**src/rtl/lfsr_checker_sat_counter.sv**
```systemverilog
// sat_counter
//   A W-bit up counter. It stops at all-ones, and clear takes priority over increment.
//   Ports:
//     clk  in   1  clock, rising edge
//     rst  in   1  asynchronous active-low reset
//     clr  in   1  synchronous clear; wins over inc in the same cycle
//     inc  in   1  count up by one unless already saturated
//     cnt  out  W  current count
module sat_counter #(
  parameter int W = 8
) (
  input  logic         clk,
  input  logic         rst,
  input  logic         clr,
  input  logic         inc,
  output logic [W-1:0] cnt
);

  // The counter holds at all-ones so a long error burst cannot wrap back to a small value.
  always_ff @(posedge clk or negedge rst) begin
    if (!rst) begin
      cnt <= '0;
    end else if (clr) begin
      cnt <= '0;
    end else if (inc && (cnt != '1)) begin
      cnt <= cnt + 1'b1;
    end
  end

endmodule

```
**config.mk**
```make
export PLATFORM = sky130hd
export DESIGN_NAME = sat_counter
export DESIGN_NICKNAME = d
export VERILOG_FILES = /design/src/rtl/lfsr_checker_sat_counter.sv
export SDC_FILE = /design/constraint.sdc
export NUM_CORES = 1
export LEC_CHECK = 0
export CORE_AREA = 2 2 39 41
export CTS_CLUSTER_SIZE = 24
export DETAILED_ROUTE_END_ITERATION = 16
export DIE_AREA = 0 0 41 43
export GPL_ROUTABILITY_DRIVEN = 1
export PLACE_DENSITY = 0.63
export SLEW_MARGIN = 20
export SYNTH_ARGS = -nofsm -noshare
export SYNTH_HDL_FRONTEND = slang
export SYNTH_SLANG_ARGS = --single-unit
```
**constraint.sdc**
```tcl
create_clock -name clk -period 1.78 [get_ports clk]
set_input_delay 0.356 -clock clk [delete_from_list [all_inputs] [get_ports clk]]
set_output_delay 0.356 -clock clk [all_outputs]
set_load 0.01 [all_outputs]
```
==> Word-level counts from Yosys, hierarchy flattened <==
Cells that the tools add are included.
{ "op_classes": {"n_reduce_logical": 2, "add_sub_neg": 1, "n_eq_ne": 1, "n_mux": 2} }
{ "op_table": {"columns": ["operator", "count"], "rows": [
  ["$mux W8", 2],
  ["$add A8 B1 Y8 const B", 1],
  ["$ne A8 B8 Y1 const B", 1],
  ["$reduce_bool A2 Y1", 1],
  ["$logic_and A1 B1 Y1", 1]
]} }
{ "word_totals": {"input_bits": 4, "out_inout_bits": 8, "regBits": 8, "word_cells": 7} }

==> Longest topological paths before layout <==
Gate-level depths: netlist (run 1).
{ "depth": {"depth_word": 4, "mapped_depth": 4, "mapped_depth_nobuf": 4} }

==> Worst setup path after synthesis (run 1) <==
Ideal clock, no wire load.
{ "synth_path": {"kind": "register to register", "start": "register cnt[0]", "end": "register cnt[0]", "stages_incl_launch_ff": 5, "setup_time_ns": 0.125, "arrival_time_ns": 1.509, "synth_period_minus_slack_ns": 1.634, "path_slack_ns": 0.146, "cell_sequence": "dfrtp_1 -> ha_1 -> and4_2 -> a21boi_1 -> mux2_2"} }
{ "synth_between": {"elab_chain_cells": 3} }
{ "synth_rtl": {"columns": ["item", "line_no", "source"], "rows": [
  ["start: declaration", "16", "output logic [W-1:0] cnt"],
  ["start signal: assignment", "26", "cnt <= cnt + 1'b1;"],
  ["$add A8 B1 Y8 / $ne A8 B8 Y1 (equally long branches)", "26, 25", null],
  ["$mux W8 / $logic_and A1 B1 Y1 (equally long branches)", "25", "end else if (inc && (cnt != '1)) begin"],
  ["$mux W8 / $reduce_bool A2 Y1 (equally long branches)", null, null]
]} }
Several ways; a longest one is shown, not always the timed one. The select of a mux whose other input is x is not followed.
A chain may end at the register's enable or synchronous reset.

==> Worst setup path after layout (run 1) <==
{ "layout_path": {"start": "register cnt[2]", "end": "output port cnt[2]"} }
No word-level cell between the ends.

==> flow_summary.ini, run 1 <==
[global_route]
global_route.overflow_total = 0
grt_start_max_net_pins = 9
initial_antenna_violation_count = 0
grt_pass1_vias = 383
total_track_usage_pct = 15.1
first_pass_grt_wire_length_mm = 1.72

[final_layout]
antennaDiodeCount = 0
reg_top3 = cnt (8)
final_nets = 73
layout_common_cells = clkdlybuf4s50_1 (11), dfrtp_1 (8), buf_4 (5)
layout_commonest_cell = clkdlybuf4s50_1
fillerInstances = 147
largest_register_ffs = 8
regMostFlops = cnt
post_route_cells_drive_above_1_share_pct = 18.2
synthToLayoutAreaGrowth_pct = 39.1

[die]
horizontal_die_dimension_um = 41
fp.dieH_um = 43
fp.coreArea_um2 = 1380
initial_core_util_pct = 33.5
std_cell_rows = 14
num_io_pins = 12
die_area_um2 = 1760

[sta]
final_max_tran_viols = 0
max_slew_margin_pct = 75.3
hold-worst-slack_ns = 0.383
max_slew.worst_pin.slew_ns = 0.361
final_min_period_over_clock_period_pct = 92.1
max_freq_mhz = 610
final_worst_clock_skew_ns = 0.00675
finalWorstPathRequiredPeriod_ns = 1.64
fin_tns_setup_ns = 0
timing_hold_violations_final = 0
setup_viol_count_final = 0
grt_setup_unrepaired = no

[yosys]
yosysSeqAreaShare_pct = 43.1
synth.net_count = 54
syn_avg_cell_area_um2 = 9.47
syn_area_um2 = 464
dominant_combinational_cell_family_by_area_after_synthesis = simple AND/OR/NAND/NOR gates
yosys.area_share.adder_pct = 2.70
synth_simple_gate_area_share_pct = 31.0
yosys_register_bits = 8
synth_compound_gate_area_share_pct = 12.7
synth.area.mux_share_pct = 7.01
ys_warn_count = 0
netlist-cell-type-count = 28
netlist_instances = 49
synth_xor_xnor_area_share_pct = 0

[worst_setup_path]
cp_num_buf_inv = 1
path_cells = clkdlybuf4s50_1
critical_path_required_ns = 1.42
cp_slowest_cell = clkdlybuf4s50_1
critPathArrivalTime_ns = 1.28
crit_path_start_kind = flip-flop
worst_setup_path_end_kind = output pin
worstRegToRegCells = 4
startpoint_to_endpoint_class_of_the_critical_path = flip-flop to output pin
timing.critical_path.fanout_max = 7
max_stage_delay_ns = 0.58
critPathTopFamily = buffers and inverters
worst-path-stages = 1

[clock_tree]
cts-htree-levels = 1
root_buffer = clkbuf_4
cts_hold_buf = 0
cts.repair_timing.setup_buffer_count = 0
path_clk_slew_ns = 0.06
post_cts.resized_instances = 0
clock-sinks = 8
clock_latency_ns = 0.26
cts.path.max_buffers = 2
tritoncts = done
cts_buffers = 3

[drt]
detail_route.first_pass.iterations = 4
vias = 439
wire_per_inst_um = 13.3
finalWirelength_mm = 1.09
route.detailed.vias_per_inst = 5.35
drt_first_iter_violations = 23
drtAntennaViolNets = 0
post-route-drc-count = 0

[placement]
gp_congestion = 0.690
place.port_buffers = 11
dpl.hpwl_um = 805

[flow_run]
cap_viol_max_count = 0

[power_and_ir_drop]
vdd_ir_drop_max_v = 0.000296
p_leak_nw = 0.264
power_density_nw_per_um2 = 597

[outcome]
run_status = finished clean

[hold_path]
hold_class = input pin to asynchronous set/reset pin
[through the flow]
step / std cells / util [%] / instance area [um^2] / setup slack (ns) / total power, mW
after floorplan: 49 / - / 464 / 0.146 / 0.216
after global placement: 79 / 45.0 / 623 / 0.0553 / 0.249
after detailed placement: 79 / 45.0 / 623 / 0.0514 / 0.249
after CTS: 82 / 46.7 / 646 / 0.129 / 0.391
after global routing: 82 / 46.7 / 646 / 0.0932 / 0.404
final: 82 / 46.7 / 646 / 0.141 / 0.386
[path summary, 6_finish.rpt]
path / start / end / slack [ns]
setup / recovery: cnt[2] / cnt[2] / 0.14
hold / removal: rst / cnt[7] / 0.38
setup reg to reg: cnt[0] / cnt[0] / 0.24
hold reg to reg: cnt[7] / cnt[7] / 0.58
max in group asynchronous: rst / cnt[1] / 1.12
min in group clk: cnt[7] / cnt[7] / 0.58
[Yosys cell counts]
library cell  count  share of area, %
dfrtp_1           8                43
nor3_1            4               4.3
a21oi_1           3               3.2
nand2b_1          3               4.0
nor2b_1           3               4.0
inv_1             2               1.6
mux2_2            2               4.9
nand2_1           2               1.6
nand3_1           2               2.2
nor2_1            2               1.6
a2111oi_0         1               1.9
a211oi_1          1               1.6
a21boi_1          1               1.6
a31oi_1           1               1.3
a41oi_1           1               1.9
and3_1            1               1.3
and4_1            1               1.9
and4_2            1               2.2
buf_2             1               1.1
clkbuf_1          1              0.81
ha_1              1               2.7
mux2i_1           1               2.2
nand3_2           1               2.2
nand4_1           1               1.3
nor3b_1           1               1.6
nor4_1            1               1.3
o21ai_0           1               1.1
or3_1             1               1.3
[metal layers]
layer  track usage (%)  vias to the layer above  routed length [um]
met5                 0                        -                   0
met4              10.0                        0                  24
met3              3.14                        4                  61
met2              20.6                       16                 507
met1              20.4                      202                 497
li1                  -                      217                   -
[cells by family (layout without fill, tap and decap cells)]
| logic type | Yosys count | in the layout |
|---|---|---|
| fa+ha+maj | 1 | 1 |
| flops | 8 | 8 |
| compound gates | 9 | 9 |
| buf+inv | 4 | 21 |
| mux | 3 | 3 |
| simple gates | 24 | 24 |
[cell type report]
class                      count  area, um^2  area share [%]
multi-input combinational     37         248            38.4
sequential                     8         200            31.0
timing repair buffer          16         148            22.9
clock buffer                   3        22.5            3.49
tap                           16        20.0            3.10
inverter                       2        7.51            1.16
[power by group]
part	leakage [nW]	internal, mW	total (mW)	switching (mW)
clock network	0.0138	0.0773	0.140	0.0632
registers	0.110	0.186	0.189	0.00299
logic	0.140	0.0301	0.0558	0.0256
(Power assumes the default switching activity.)
==> inputs of run 2 (changes only) <==
- CAP_MARGIN: not set -> 15
==> results of run 2 <==
The final DEF is identical to that of run 1; final timing and power are the same.
==> inputs of run 3 (changes only) <==
- CTS_CLUSTER_DIAMETER: not set -> 150
==> results of run 3 <==
The final DEF is identical to that of run 1; final timing and power are the same.
